[src/rtl/teclado_pkg.sv]
// teclado_pkg: shared definitions for the keypad scanner.
//   COD_W         width of the key code sent downstream (row:col, 2+2 bits)
//   LINHA_OCIOSA  row pattern driven at reset (row 1 low)
//   estado_t      scanner FSM states
//   coluna_baixa  index (0..3) of the lowest low column of a sense vector
//   linha_onehot  active-low one-hot row drive for a row index (0..3)
package teclado_pkg;

    localparam int unsigned COD_W = 4;
    localparam logic [3:0] LINHA_OCIOSA = 4'b1110;

    typedef enum logic [1:0] {
        VARRE,
        DEBOUNCE,
        EMITE,
        ESPERA_SOLTA
    } estado_t;

    // Lowest column index wins when several columns are low.
    function automatic logic [1:0] coluna_baixa(input logic [3:0] c);
        logic [1:0] r;
        if (!c[0])      r = 2'd0;
        else if (!c[1]) r = 2'd1;
        else if (!c[2]) r = 2'd2;
        else            r = 2'd3;
        return r;
    endfunction

    function automatic logic [3:0] linha_onehot(input logic [1:0] idx);
        return ~(4'b0001 << idx);
    endfunction

endpackage

[src/rtl/teclado_if.sv]
// teclado_if: key code bus from the keypad scanner to the downstream machine.
//   numero  code of the last accepted key {row-1, col-1}
//   insere  one-cycle pulse flagging a new code on numero
//   master  driven by teclado; slave  consumed by the downstream block
interface teclado_if;
    import teclado_pkg::*;

    logic [COD_W:1] numero;
    logic           insere;

    modport master (output numero, output insere);
    modport slave  (input  numero, input  insere);

endinterface

[src/rtl/teclado_sincronizador.sv]
// sincronizador: two-stage synchronizer for asynchronous level inputs.
//   clk    sampling clock
//   rst_n  asynchronous active-low reset; both stages reset to all-ones
//          (idle level of pulled-up lines)
//   d_i    asynchronous input vector
//   q_o    synchronized output vector
module sincronizador #(
    parameter int unsigned LARGURA = 4
) (
    input  logic               clk,
    input  logic               rst_n,
    input  logic [LARGURA-1:0] d_i,
    output logic [LARGURA-1:0] q_o
);

    logic [LARGURA-1:0] meta_q;
    logic [LARGURA-1:0] sinc_q;

    always_ff @(posedge clk or negedge rst_n) begin
        if (!rst_n) begin
            meta_q <= '1;
            sinc_q <= '1;
        end else begin
            meta_q <= d_i;
            sinc_q <= meta_q;
        end
    end

    assign q_o = sinc_q;

endmodule

[src/rtl/teclado.sv]
// teclado: 4x4 matrix keypad scanner with debounce.
//   clk     single clock, rising edge
//   reset   asynchronous active-low reset
//   coluna  column sense lines, active-low, asynchronous
//   linha   row drive, one-hot active-low
//   saida   key code bus (numero, insere) to the downstream machine
// Build option: define TECLADO_REPEAT_EN to emit an extra insere every
// REPEAT_CICLOS cycles while the key stays held.
module teclado
    import teclado_pkg::*;
#(
    parameter int unsigned SCAN_CICLOS     = 2,
    parameter int unsigned DEBOUNCE_CICLOS = 4,
    parameter int unsigned REPEAT_CICLOS   = 16
) (
    input  logic          clk,
    input  logic          reset,
    input  logic [4:1]    coluna,
    output logic [4:1]    linha,
    teclado_if.master     saida
);

    localparam int unsigned SW = (SCAN_CICLOS > 1) ? $clog2(SCAN_CICLOS) : 1;
    localparam int unsigned DW = $clog2(DEBOUNCE_CICLOS + 1);

    if (SCAN_CICLOS < 2 || DEBOUNCE_CICLOS < 1 || REPEAT_CICLOS < 1) begin : g_param_invalido
        $error("teclado: parameter out of range");
    end

    logic [3:0]     colsync;
    estado_t        estado_q;
    logic [1:0]     idx_q;
    logic [3:0]     linha_q;
    logic [SW-1:0]  scan_cnt_q;
    logic [DW-1:0]  deb_cnt_q;
    logic [1:0]     col_q;
    logic [COD_W:1] numero_q;
    logic           insere_q;

    // Row index that was driven when the current colsync value was sampled.
    logic [1:0]     idx_p1_q;
    logic [1:0]     idx_p2_q;
    logic           val_p1_q;
    logic           val_p2_q;

    logic           alinhada;
    logic           col_alta;

`ifdef TECLADO_REPEAT_EN
    localparam int unsigned RW = $clog2(REPEAT_CICLOS + 1);
    logic [RW-1:0]  rep_cnt_q;
`endif

    sincronizador #(
        .LARGURA (4)
    ) u_sinc (
        .clk   (clk),
        .rst_n (reset),
        .d_i   (coluna),
        .q_o   (colsync)
    );

    // colsync lags linha by the synchronizer depth. A sample is only
    // attributed to a row when the delayed row index matches; during
    // DEBOUNCE/ESPERA_SOLTA this discards the stale samples taken while a
    // different row was still driven.
    assign alinhada = val_p2_q && (idx_p2_q == idx_q);
    assign col_alta = colsync[col_q];

    always_ff @(posedge clk or negedge reset) begin
        if (!reset) begin
            estado_q   <= VARRE;
            idx_q      <= 2'd0;
            linha_q    <= LINHA_OCIOSA;
            scan_cnt_q <= '0;
            deb_cnt_q  <= '0;
            col_q      <= 2'd0;
            numero_q   <= '0;
            insere_q   <= 1'b0;
            idx_p1_q   <= 2'd0;
            idx_p2_q   <= 2'd0;
            val_p1_q   <= 1'b0;
            val_p2_q   <= 1'b0;
`ifdef TECLADO_REPEAT_EN
            rep_cnt_q  <= '0;
`endif
        end else begin
            insere_q <= 1'b0;
            idx_p1_q <= idx_q;
            idx_p2_q <= idx_p1_q;
            val_p1_q <= 1'b1;
            val_p2_q <= val_p1_q;

            case (estado_q)
                VARRE: begin
                    if (scan_cnt_q == SW'(SCAN_CICLOS - 1)) begin
                        scan_cnt_q <= '0;
                        if (val_p2_q && (colsync != 4'b1111)) begin
                            // Latch the row the sample belongs to, which
                            // may be the previous slot for short slots.
                            idx_q     <= idx_p2_q;
                            linha_q   <= linha_onehot(idx_p2_q);
                            col_q     <= coluna_baixa(colsync);
                            deb_cnt_q <= '0;
                            estado_q  <= DEBOUNCE;
                        end else begin
                            idx_q   <= idx_q + 2'd1;
                            linha_q <= linha_onehot(idx_q + 2'd1);
                        end
                    end else begin
                        scan_cnt_q <= scan_cnt_q + SW'(1);
                    end
                end

                DEBOUNCE: begin
                    if (alinhada) begin
                        if (!col_alta) begin
                            if (deb_cnt_q == DW'(DEBOUNCE_CICLOS - 1)) begin
                                deb_cnt_q <= '0;
                                estado_q  <= EMITE;
                            end else begin
                                deb_cnt_q <= deb_cnt_q + DW'(1);
                            end
                        end else begin
                            deb_cnt_q  <= '0;
                            scan_cnt_q <= '0;
                            idx_q      <= idx_q + 2'd1;
                            linha_q    <= linha_onehot(idx_q + 2'd1);
                            estado_q   <= VARRE;
                        end
                    end
                end

                EMITE: begin
                    numero_q  <= {idx_q, col_q};
                    insere_q  <= 1'b1;
                    deb_cnt_q <= '0;
`ifdef TECLADO_REPEAT_EN
                    rep_cnt_q <= '0;
`endif
                    estado_q  <= ESPERA_SOLTA;
                end

                ESPERA_SOLTA: begin
                    if (alinhada) begin
                        if (col_alta) begin
`ifdef TECLADO_REPEAT_EN
                            rep_cnt_q <= '0;
`endif
                            if (deb_cnt_q == DW'(DEBOUNCE_CICLOS - 1)) begin
                                deb_cnt_q  <= '0;
                                scan_cnt_q <= '0;
                                idx_q      <= idx_q + 2'd1;
                                linha_q    <= linha_onehot(idx_q + 2'd1);
                                estado_q   <= VARRE;
                            end else begin
                                deb_cnt_q <= deb_cnt_q + DW'(1);
                            end
                        end else begin
                            deb_cnt_q <= '0;
`ifdef TECLADO_REPEAT_EN
                            if (rep_cnt_q == RW'(REPEAT_CICLOS - 1)) begin
                                rep_cnt_q <= '0;
                                insere_q  <= 1'b1;
                            end else begin
                                rep_cnt_q <= rep_cnt_q + RW'(1);
                            end
`endif
                        end
                    end
                end

                default: estado_q <= VARRE;
            endcase
        end
    end

    assign linha        = linha_q;
    assign saida.numero = numero_q;
    assign saida.insere = insere_q;

endmodule

[src/flat_wrapper.sv]
// flat-port wrapper written by rule: the top's interface ports become plain ports
module teclado_flat import teclado_pkg::*;
#(
    parameter int unsigned SCAN_CICLOS     = 2,
    parameter int unsigned DEBOUNCE_CICLOS = 4,
    parameter int unsigned REPEAT_CICLOS   = 16
)
  (clk, reset, coluna, linha, saida_numero, saida_insere);
  teclado_if saida_i ();
  input  logic clk;
  input  logic reset;
  input  logic [4:1] coluna;
  output logic [4:1] linha;
  output wire logic [$bits(saida_i.numero)-1:0] saida_numero;
  output wire logic [$bits(saida_i.insere)-1:0] saida_insere;
  assign saida_numero = saida_i.numero;
  assign saida_insere = saida_i.insere;
  teclado #(.SCAN_CICLOS(SCAN_CICLOS), .DEBOUNCE_CICLOS(DEBOUNCE_CICLOS), .REPEAT_CICLOS(REPEAT_CICLOS)) u_core (.clk(clk), .reset(reset), .coluna(coluna), .linha(linha), .saida(saida_i));
endmodule
[config.mk]
export PLATFORM = sky130hd
export DESIGN_NAME = teclado_flat
export DESIGN_NICKNAME = d
export VERILOG_FILES = /design/src/rtl/teclado_pkg.sv /design/src/rtl/teclado_if.sv /design/src/rtl/teclado_sincronizador.sv /design/src/rtl/teclado.sv /design/src/flat_wrapper.sv
export SDC_FILE = /design/constraint.sdc
export NUM_CORES = 1
export LEC_CHECK = 0
export CAP_MARGIN = 10
export CORE_MARGIN = 5
export CORE_UTILIZATION = 49
export DETAILED_ROUTE_END_ITERATION = 16
export GPL_TIMING_DRIVEN = 0
export PLACE_DENSITY = 0.81
export SYNTH_ARGS = -nofsm -noshare
export SYNTH_HDL_FRONTEND = slang
export SYNTH_SLANG_ARGS = --single-unit
[constraint.sdc]
create_clock -name clk -period 1.89 [get_ports clk]
set_clock_uncertainty 0.05 [all_clocks]
set_input_delay 0.189 -clock clk [delete_from_list [all_inputs] [get_ports clk]]
set_output_delay 0.189 -clock clk [all_outputs]
set_load 0.005 [all_outputs]
Word-level counts from Yosys, hierarchy flattened
Cells that the tools add are included.
Widths: inputs -> output; s select.

word-level totals
  logic and storage cells = 91
  bits in registers = 33
  input port bits = 6
  output and inout bits = 9

operators by class
  mux-type cells = 46
  bitwise logic cells = 2
  reduce and logical (&&, ||, !) cells = 9
  add/subtract/negate cells = 3
  $lt $le $gt $ge = 1
  shift-type cells = 2
  equality and inequality tests = 14

operators with widths
  cell                 number
  $mux 2               17
  $mux 4               7
  $mux 3               7
  $ne 2x1->1 const B   7
  $reduce_and 7->1     2
  $pmux 3 s4           1
  $pmux 4 s3           1
  $mux 1               9
  $not 4->4            2
  $pmux 2 s4           1
  $shl 1x2->4 const A  2
  $pmux 2 s3           1
  $reduce_and 6->1     1
  $eq 2x2->1 const B   2
  $ne 4x4->1 const B   1
  $reduce_and 4->1     1
  $add 3x1->3 const B  1
  $eq 3x2->1 const B   1
  $lt 2x3->1 const B   1
  $ne 3x1->1 const B   1
  $pmux 1 s3           1
  $reduce_and 3->1     1
  $reduce_bool 3->1    1
  $add 2x1->2 const B  1
  6 further kinds      7

Logic depth before layout (Yosys ltp)
Gate-level depths: netlist of run 1.

  depth after elaboration = 7
  gate-level depth with buffers = 7
  mapped depth without buffers = 6

Hierarchy
From an unflattened synthesis of run 1, not the netlist that was laid out.

second synthesis, totals
  cell total of the unflattened synthesis = 110
  area total of the unflattened synthesis = 1415.1 um^2

by module, submodules not included
  module         cells an instance  area an instance (um^2)  seq. area each (um^2)  times used
  teclado        102                1204.9                   629.4                  1
  sincronizador  8                  210.2                    210.2                  1

Least setup slack after synthesis of run 1
Ideal clock, no wire load.

  path kind = reg-to-reg
  from = reg u_core.col_q[0]
  to = reg u_core.linha_q[0], in the netlist u_core.linha[1]
  cell stages (with the launch flop) = 6
  data arrival time = 1.615 ns
  slack = 0.100 ns
  setup time = 0.125 ns
  period minus slack after synthesis = 1.790 ns
  data required time = 1.715 ns
  buffers on the path = 0
  cell sequence = dfrtp_1 mux4_2 nand4_4 nor2_2 nor2_4 mux2_4

on the way
  word-level cells in the longest chain between the ends = 4
  elaborated cells on any way between the ends = 5
  classes of those cells = eq/ne (2); mux (2); reduce/logical (1)

RTL lines
  item                              RTL line        RTL
  start, declared                   teclado.sv:36   logic [1:0] col_q;
  start signal, assigned            teclado.sv:103  col_q <= coluna_baixa(colsync);
  $bmux 1 s2 (*)                    teclado.sv:68   assign col_alta = colsync[col_q];
  $mux 1 (not written as such) (*)  teclado.sv:68
  $ne 2x1->1 (no line)              n/a
  $reduce_and 7->1 (no line) (*)    n/a
  end signal, assigned              teclado.sv:102  linha_q <= linha_onehot(idx_p2_q);
  end signal, assigned              teclado.sv:108  linha_q <= linha_onehot(idx_q + 2'd1);
  end signal, assigned              teclado.sv:128  linha_q <= linha_onehot(idx_q + 2'd1);
  end, declared                     teclado.sv:33   logic [3:0] linha_q;

Mark *: on every way between the ends. The rest lies on a longest branch, timed or not. The select of a mux whose other input is x is not followed.
A chain may end at the register's enable or synchronous reset.

Worst setup path after layout of run 1
  from = reg u_core.u_sinc.sinc_q[1], in the netlist u_core.u_sinc.q_o[1]
  to = reg u_core.idx_q[0]

on the way
  word-level cells in the longest chain between the ends = 5
  elaborated cells on any way between the ends = 10
  classes of those cells = eq/ne (3); mux (5); reduce/logical (2)

RTL lines
  item                    RTL line                     RTL
  start, declared         teclado_sincronizador.sv:17  logic [LARGURA-1:0] sinc_q;
  start signal, assigned  teclado_sincronizador.sv:25  sinc_q <= meta_q;
  $ne 4x4->1              teclado.sv:98                if (val_p2_q && (colsync != 4'b1111)) begin
  $logic_and 1x1->1       teclado.sv:98
  $mux 2                  teclado.sv:98
  $mux 2                  teclado.sv:96                if (scan_cnt_q == SW'(SCAN_CICLOS - 1)) begin
  $pmux 2 s3              teclado.sv:94                case (estado_q)
  end signal, assigned    teclado.sv:101               idx_q <= idx_p2_q;
  end signal, assigned    teclado.sv:107               idx_q <= idx_q + 2'd1;
  end signal, assigned    teclado.sv:127               idx_q <= idx_q + 2'd1;
  end, declared           teclado.sv:32                logic [1:0] idx_q;

Several ways; a longest one is shown, not always the timed one. The select of a mux whose other input is x is not followed.

==> impl_metrics.env, run 1 <==
export IMPL_status="finished clean"
export IMPL_cts_made_buffers=5
export IMPL_critical_path_required_ns=2.07
export IMPL_avgSynthCellArea_um2=12.4
export IMPL_p_per_area_nw_per_um2=1510
export IMPL_firstDrtPassIters=4
export IMPL_worstReg2RegStart="u_core.u_sinc.q_o[1]"
export IMPL_yosysUniqueCellTypes=37
export IMPL_grt_usage=0.135
export IMPL_place_gp_congestion=0.846
export IMPL_async_flop_share=1.00
export IMPL_instances_no_fill=173
export IMPL_rsz0062_at_grt="yes"
export IMPL_vias=925
export IMPL_netlist_area_leader_share=0.386
export IMPL_crit_end="u_core.idx_q[0]"
export IMPL_dpl_hpwl_um=1760
export IMPL_num_antenna_cells=0
export IMPL_placed_area_um2=1630
export IMPL_synth_most_common_cell="dfrtp_1"
export IMPL_synth_warnings=0
export IMPL_port_buffers=14
export IMPL_startpoint="u_core.u_sinc.q_o[1]"
export IMPL_clock_sinks=33
export IMPL_grt_pass1_vias=954
export IMPL_max_cap_violations=0
export IMPL_relSlewSlack=0.591
export IMPL_syn_nets=126
export IMPL_antenna_left=0
export IMPL_drt_wirelength_per_cell_um=13.8
export IMPL_synth_top_area_cell="dfrtp_1"
export IMPL_synth_edff_count=0
export IMPL_worst_ep_arrival_time_ns=2.04
export IMPL_dieWidth_um=64.0
export IMPL_drive_gt1_frac=0.289
export IMPL_finalMaxSlewViolations=0
export IMPL_max_freq_mhz=538
export IMPL_dp_slack_ns=0.0143
export IMPL_cts_buffer_depth=2
export IMPL_tightest_slew_ns=0.612
export IMPL_yosysSeqAreaShare=0.588
export IMPL_grt_start_max_net_pins=24
export IMPL_r2r_end="u_core.idx_q[0]"
export IMPL_ys_top_cells_by_area="dfrtp_1 39%, dfstp_2 20%, ha_1 4.4%"
export IMPL_die_h_um=64.0
export IMPL_antenna_found_initial=0
export IMPL_startpoint_type="register"
export IMPL_total_power_mw=2.69
export IMPL_ys_top_cells_by_count="22 x dfrtp_1, 11 x dfstp_2, 11 x nand2_1"
export IMPL_grt_ovfl_total=0
export IMPL_ys_ff_latch=33
export IMPL_cts_tree="done"
export IMPL_p_leak_nw=0.800
export IMPL_root_buffer="clkbuf_4"
export IMPL_grt_pass1_wl_um=4220
export IMPL_setup_viol=0
export IMPL_path_max_fanout=4
export IMPL_final_nets=152
export IMPL_num_rows=19
export IMPL_finalCritPeriodShare=0.984
export IMPL_fp_coreArea_um2=2780
export IMPL_reg2reg_depth=6
export IMPL_htree_levels=2
export IMPL_die_area_um2=4090
export IMPL_peakVddDrop_mv=1.03
export IMPL_viasPerCell=5.35
export IMPL_yosys_most_used_dff="dfrtp_1"
export IMPL_reg2reg_setup_slack_ns=0.03
export IMPL_drc_errors=0
export IMPL_critPathKind="register to register"
export IMPL_fin_area_um2=1780
export IMPL_drt_iter0_markers=22
export IMPL_netlist_instances=115
export IMPL_clkSlewWorstSetupHoldPaths_ns=0.10
export IMPL_finalWorstSetupSlack_ns=0.0308
export IMPL_final_fill_count=199
export IMPL_min_path_type="input pin to async pin"
export IMPL_io_pins=15
export IMPL_clkLatencyLatePin_ns=0.33
export IMPL_area_growth_pct=24.5
export IMPL_cts_hold_buf=0
export IMPL_dpl_cell_count=161
export IMPL_crit_path_end_kind="register"
export IMPL_hold_slack_ns=0.187
export IMPL_initial_utilization=0.513
export IMPL_drt_wl_total_um=2390
export IMPL_hold_violations=0
export IMPL_min_period_ns=1.86
export IMPL_synth_area_um2=1430
-- placed cells by master, fill, tap and decap left out, types with 3 or more instances in the layout --
| cell type | Yosys | layout |
|---|---|---|
| xnor2_2 | 1 | 3 |
| nand2_1 | 11 | 10 |
| a21oi_1 | 5 | 5 |
| mux2_4 | 4 | 4 |
| ha_1 | 5 | 5 |
| dfstp_2 | 11 | 11 |
| buf_4 | 0 | 4 |
| clkdlybuf4s50_1 | 0 | 14 |
| nor2_1 | 4 | 4 |
| o21ai_0 | 8 | 8 |
| nor3_1 | 3 | 3 |
| nand3_1 | 5 | 5 |
| dfrtp_1 | 22 | 22 |
| clkbuf_4 | 0 | 5 |
| inv_1 | 7 | 7 |
-- how the worst min path moves through the flow --
stage | slack [ns] | to | startpoint | cells after the start
5_1_grt | 0.17 | u_core.u_sinc.meta_q[1] | coluna[2] | 1
3_3_place_gp | 0.28 | u_core.val_p2_q | u_core.val_p1_q | 0
2_1_floorplan | -0.16 | async pin | reset | 0
4_1_cts | 0.19 | u_core.u_sinc.meta_q[1] | coluna[2] | 1
3_5_place_dp | 0.29 | u_core.idx_p2_q[0] | u_core.idx_p1_q[0] | 0
6_report | 0.19 | u_core.linha[1] | reset | 1
-- final cells by class --
class                      instances  area (um^2)  share of cell area
buffer                             3         13.8             0.00775
clock buffer                       7         55.1              0.0310
clock inverter                     1         30.0              0.0169
inverter                           7         26.3              0.0148
multi-input combinational         72          576               0.324
sequential                        33          840               0.473
tap                               31         38.8              0.0218
timing repair buffer              19          198               0.111
-- where the power goes --
part / internal [mW] / switching [mW] / total [mW]
Clock: 0.316 / 0.224 / 0.539
Combinational: 0.569 / 0.474 / 1.04
Sequential: 0.934 / 0.174 / 1.11
Total: 1.82 / 0.871 / 2.69
-- critical path, stage by stage (launching register included) --
cell and delay, ns:
dfstp_2 0.57, mux4_2 0.30, nand4_4 0.12, o31ai_4 0.29
buf_4 0.17, o211ai_1 0.07, and3b_1 0.18
-- kinds of logic after synthesis --
kind of cell	Yosys count	synth area share
simple gates	34	0.133
flops	33	0.588
compound gates	20	0.0947
buf+inv	10	0.0272
mux	8	0.0798
fa+ha+maj	6	0.0508
xor+xnor	3	0.0237
other cells	1	0.00263
-- state kept, by name, indices dropped and copies added (netlist names), 2 cells and up, named ones only --
register and cells:
u_core.linha 4, u_core.saida.numero 4, u_core.u_sinc.meta_q 4, u_core.u_sinc.q_o 4, u_core.deb_cnt_q 3, u_core.col_q 2
u_core.idx_p1_q 2, u_core.idx_p2_q 2, u_core.idx_q 2
-- metrics by stage --
stage / setup TNS (ns) / utilization
2_1_floorplan: 0 / -
3_3_place_gp: 0 / 0.578
3_5_place_dp: 0 / 0.587
4_1_cts: -0.00101 / 0.618
5_1_grt: -0.138 / 0.639
6_report: 0 / 0.639
-- repair_timing --
action	in CTS	in global routing
resized for setup	0	7
setup buffers	0	4
cloned	0	0
endpoints found under the setup margin	1	4
endpoints found under the hold margin	0	0
pin swaps	0	3
-- layer usage --
metal | up-vias | GRT usage | wire length (um)
met5 | - | 0 | 0
met4 | 0 | 0.0831 | 65
met2 | 19 | 0.205 | 1180
met3 | 5 | 0.0543 | 114
li1 | 448 | - | -
met1 | 453 | 0.160 | 1030
(Power assumes the default switching activity.)
==> run 2, diff against run 1 <==
TNS_END_PERCENT = 20   (was not set)
==> run 2 against run 1 <==
Worst hold slack improved by 0.0013 ns. Register-to-register slack about the same. Combinational power about the same. Critical endpoint is now u_core.linha[1]. Critical path depth decreased by 1. Clock power about the same. Utilization decreased by 0.31 points. Highest routed layer unchanged. Critical path type unchanged.
==> impl_metrics.env, run 2 (synthesized netlist as in run 1, its figures left out) <==
export IMPL_dieWidth_um=64.0
export IMPL_cp_buffers_inverters=0
export IMPL_final_common_cell="dfrtp_1"
export IMPL_min_period_ns=1.86
export IMPL_startpoint_type="register"
export IMPL_final_cell_mix="22 x dfrtp_1, 14 x clkdlybuf4s50_1, 11 x dfstp_2"
export IMPL_die_area_um2=4090
export IMPL_placed_area_um2=1630
export IMPL_drc_errors=0
export IMPL_cts_hold_buf=0
export IMPL_critPathKind="register to register"
export IMPL_total_power_mw=2.67
export IMPL_crit_chain="mux4_2 > nand4_4 > o31ai_4 > nor2_4 > mux2_4"
export IMPL_dp_slack_ns=0.0143
export IMPL_path_delay_family="multiplexers"
export IMPL_clkSlewWorstSetupHoldPaths_ns=0.10
export IMPL_cts_made_buffers=5
export IMPL_setup_viol=0
export IMPL_critical_path_required_ns=2.06
export IMPL_drt_wirelength_per_cell_um=13.8
export IMPL_status="finished clean"
export IMPL_grt_pass1_wl_um=4220
export IMPL_die_h_um=64.0
export IMPL_antenna_left=0
export IMPL_finalWorstSetupSlack_ns=0.0286
export IMPL_fin_area_um2=1770
export IMPL_fp_coreArea_um2=2780
export IMPL_finalMaxSlewViolations=0
export IMPL_port_buffers=14
export IMPL_hold_violations=0
export IMPL_dpl_hpwl_um=1760
export IMPL_cts_buffer_depth=2
export IMPL_root_buffer="clkbuf_4"
export IMPL_final_nets=151
export IMPL_peakVddDrop_mv=1.02
export IMPL_drive_gt1_frac=0.277
export IMPL_grt_ovfl_total=0
export IMPL_worst_ep_arrival_time_ns=2.03
export IMPL_htree_levels=2
export IMPL_cts_tree="done"
export IMPL_grt_start_max_net_pins=24
export IMPL_num_rows=19
export IMPL_drt_wl_total_um=2370
export IMPL_vias=924
export IMPL_viasPerCell=5.37
export IMPL_clkLatencyLatePin_ns=0.33
export IMPL_firstDrtPassIters=4
export IMPL_rsz0062_at_grt="yes"
export IMPL_post_route_util=0.636
export IMPL_slowest_delay_ns=0.57
export IMPL_max_freq_mhz=537
export IMPL_path_max_fanout=5
export IMPL_clock_sinks=33
export IMPL_grt_pass1_vias=954
export IMPL_p_per_area_nw_per_um2=1510
export IMPL_antenna_found_initial=0
export IMPL_p_leak_nw=0.792
export IMPL_finalCritPeriodShare=0.985
export IMPL_drt_iter0_markers=21
export IMPL_place_gp_congestion=0.846
export IMPL_crit_path_end_kind="register"
export IMPL_grt_usage=0.135
export IMPL_crit_slowest_cell="dfstp_2"
export IMPL_num_antenna_cells=0
export IMPL_relSlewSlack=0.591
export IMPL_initial_utilization=0.513
export IMPL_area_growth_pct=23.8
export IMPL_min_path_type="input pin to async pin"
export IMPL_max_cap_violations=0
export IMPL_io_pins=15
export IMPL_tightest_slew_ns=0.612
-- run 2: final cells by class --
class                           instances  area (um^2)
Fill cell                             199         1010
Sequential cell                        33          840
Multi-Input combinational cell         72          576
Timing Repair Buffer                   18          190
Clock buffer                            7         55.1
Tap cell                               31         38.8
Clock inverter                          1         30.0
Inverter                                7         26.3
Buffer                                  3         12.5
-- run 2: report_power, final --
| group | leakage, nW | internal [mW] | switching [mW] |
|---|---|---|---|
| Sequential | 0.389 | 0.934 | 0.173 |
| Clock | 0.0455 | 0.316 | 0.223 |
| Combinational | 0.358 | 0.556 | 0.471 |
| Total | 0.792 | 1.81 | 0.867 |
-- run 2: worst reg2reg max path, stage by stage (launching register included) --
cell     delay (ns)
dfstp_2        0.57
mux4_2         0.30
nand4_4        0.12
o31ai_4        0.30
nor2_4         0.12
mux2_4         0.31
-- run 2: path summary, 6_finish.rpt --
path / start / end / slack, ns / depth (start not counted)
setup reg to reg: u_core.u_sinc.q_o[1] / u_core.linha[1] / 0.03 / 5
min in group clk: coluna[2] / u_core.u_sinc.meta_q[1] / 0.21 / 1
hold reg to reg: u_core.u_sinc.meta_q[1] / u_core.u_sinc.q_o[1] / 0.30 / 0
max in group asynchronous: reset / u_core.u_sinc.meta_q[2] / 1.00 / 2
setup / recovery: u_core.u_sinc.q_o[1] / u_core.linha[1] / 0.03 / 5
hold / removal: reset / u_core.linha[1] / 0.19 / 1
-- run 2: metal layers --
| layer | wire [um] | global-route usage |
|---|---|---|
| met5 | 0 | 0 |
| met1 | 1030 | 0.160 |
| met2 | 1160 | 0.205 |
| met4 | 65 | 0.0831 |
| met3 | 108 | 0.0543 |
-- run 2: stage by stage --
stage           TNS, ns  cells  hold slack, ns
6_report              0    172           0.188
5_1_grt          -0.116    172           0.169
4_1_cts        -0.00101    169           0.191
3_5_place_dp          0    161           0.290
3_3_place_gp          0    160           0.283
2_1_floorplan         0    115          -0.157
-- run 2: timing repair --
action | in CTS | in global routing
gates cloned | 0 | 0
buffers inserted | 0 | 3
setup endpoints to repair | 1 | 4
gates resized for setup | 0 | 5
pin swaps | 0 | 3
==> run 3, diff against run 2 <==
CORE_UTILIZATION = 30   (was 49)
PLACE_DENSITY = 0.57   (was 0.81)
SETUP_SLACK_MARGIN = 0.15   (was not set)
==> run 3 against run 2 <==
Setup slack improved by 0.017 ns. First-iteration DRC count increased by 62%. Maximum frequency increased by 0.90%. Die area grew 52%. Total power is 3.3% lower. Worst hold slack better by 0.073 ns. Non-clock buffer count down 3. Clock-buffer cell count rose by 1. Flip-flop and latch count is the same. Utilization shrank 26 points. Highest routed layer unchanged.
==> impl_metrics.env, run 3 (synthesized netlist as in run 1, its figures left out) <==
export IMPL_hold_slack_ns=0.261
export IMPL_placed_area_um2=1660
export IMPL_drt_wirelength_per_cell_um=12.5
export IMPL_relSlewSlack=0.428
export IMPL_finalWorstSetupSlack_ns=0.0451
export IMPL_root_buffer="clkbuf_8"
export IMPL_startpoint="u_core.u_sinc.q_o[0]"
export IMPL_cts_buffer_depth=2
export IMPL_area_growth_pct=23.6
export IMPL_firstDrtPassIters=4
export IMPL_die_area_um2=6240
export IMPL_finalMaxSlewViolations=0
export IMPL_cts_tree="done"
export IMPL_final_cell_mix="22 x dfrtp_1, 14 x clkdlybuf4s50_1, 11 x nand2_1, 11 x dfstp_2, 8 x o21ai_0"
export IMPL_final_nets=148
export IMPL_viasPerCell=4.70
export IMPL_p_leak_nw=0.775
export IMPL_reg2reg_setup_slack_ns=0.05
export IMPL_critPathKind="register to register"
export IMPL_drive_gt1_frac=0.239
export IMPL_max_cap_violations=0
export IMPL_min_path_type="input pin to register"
export IMPL_grt_pass1_wl_um=4260
export IMPL_post_route_util=0.379
export IMPL_drc_errors=0
export IMPL_drt_iter0_markers=34
export IMPL_num_rows=25
export IMPL_antenna_found_initial=0
export IMPL_dpl_hpwl_um=1840
export IMPL_min_period_ns=1.84
export IMPL_place_gp_congestion=0.748
export IMPL_htree_levels=2
export IMPL_worstHoldEndpoint="u_core.u_sinc.meta_q[2]"
export IMPL_initial_utilization=0.306
export IMPL_fin_setup_tns_ns=0
export IMPL_grtUsageMet3=0.0351
export IMPL_r2r_end="u_core.linha[1]"
export IMPL_slowest_delay_ns=0.56
export IMPL_status="finished clean"
export IMPL_met2_usage=0.152
export IMPL_min_path_cells=1
export IMPL_grt_pass1_vias=961
export IMPL_io_pins=15
export IMPL_clkSlewWorstSetupHoldPaths_ns=0.06
export IMPL_cts_hold_buf=0
export IMPL_dieWidth_um=79.0
export IMPL_tightest_slew_ns=0.856
export IMPL_total_power_mw=2.59
export IMPL_grt_start_max_net_pins=19
export IMPL_grt_usage=0.0892
export IMPL_crit_path_end_kind="register"
export IMPL_cts_made_buffers=5
export IMPL_fin_area_um2=1760
export IMPL_instances_no_fill=192
export IMPL_grt_ovfl_total=0
export IMPL_clock_sinks=33
export IMPL_drt_wl_total_um=2410
export IMPL_rsz0062_at_grt="yes"
export IMPL_num_antenna_cells=0
export IMPL_grt_util_met1=0.0974
export IMPL_setup_viol=0
export IMPL_finalCritPeriodShare=0.976
export IMPL_crit_slowest_cell="dfstp_2"
export IMPL_fp_coreArea_um2=4660
export IMPL_critical_path_required_ns=2.01
export IMPL_startpoint_type="register"
export IMPL_grt_busiest_layer="met2"
export IMPL_holdCritStartpoint="coluna[3]"
export IMPL_antenna_left=0
export IMPL_cts_setup_buffers=0
export IMPL_reg2reg_depth=5
export IMPL_worst_ep_arrival_time_ns=1.96
export IMPL_die_h_um=79.0
export IMPL_worstReg2RegStart="u_core.u_sinc.q_o[0]"
export IMPL_peakVddDrop_mv=0.536
export IMPL_dp_slack_ns=0.0253
export IMPL_dpl_cell_count=184
export IMPL_port_buffers=14
export IMPL_path_max_fanout=5
export IMPL_final_common_cell="dfrtp_1"
export IMPL_max_freq_mhz=542
export IMPL_crit_chain="mux4_2 > nand4_4 > o31ai_4 > nor2_4 > mux2_4"
export IMPL_hold_violations=0
export IMPL_clkLatencyLatePin_ns=0.28
export IMPL_p_per_area_nw_per_um2=1470
export IMPL_vias=903
run 3: changes by cell type in the layout (fill, tap and decap cells not counted), sizes merged:
| cell | before | now |
|---|---|---|
| buf | 5 | 2 |
| bufinv | 1 | 0 |
| clkbuf | 9 | 10 |
run 3: cell type report:
| type | instances | area, um^2 |
|---|---|---|
| Buffer | 3 | 13.8 |
| Timing Repair Buffer | 15 | 168 |
| Multi-Input combinational cell | 72 | 559 |
| Tap cell | 54 | 67.6 |
| Clock buffer | 8 | 90.1 |
| Fill cell | 450 | 2900 |
| Inverter | 7 | 26.3 |
| Sequential cell | 33 | 840 |
run 3: what timing repair did:
item                                    CTS  global route
resized for setup                         0             4
pin swaps                                 1             0
endpoints found under the setup margin    5             7
run 3: worst max-delay path by stage:
stage                          endpoint  slack, ns
floorplan               u_core.linha[1]       0.11
global placement    u_core.deb_cnt_q[1]      0.008
detailed placement      u_core.linha[1]       0.03
CTS                     u_core.linha[1]       0.04
global route            u_core.linha[1]      -0.01
finish                  u_core.linha[1]       0.05
run 3: worst max-delay path: cells and delay by family, from the launching register on:
kind / cells / cell delay (ns)
muxes: 2 / 0.61
DFF: 1 / 0.56
AOI/OAI and AO/OA: 1 / 0.29
and+or+nand+nor: 2 / 0.22
run 3: power breakdown:
part | internal [mW] | switching, mW
Clock | 0.296 | 0.235
Sequential | 0.936 | 0.175
Combinational | 0.504 | 0.440
run 3: per-layer routing:
metal	wire [um]	vias up
li1	-	437
met1	1050	441
met2	1180	18
met3	129	7
met4	52	0
met5	0	-
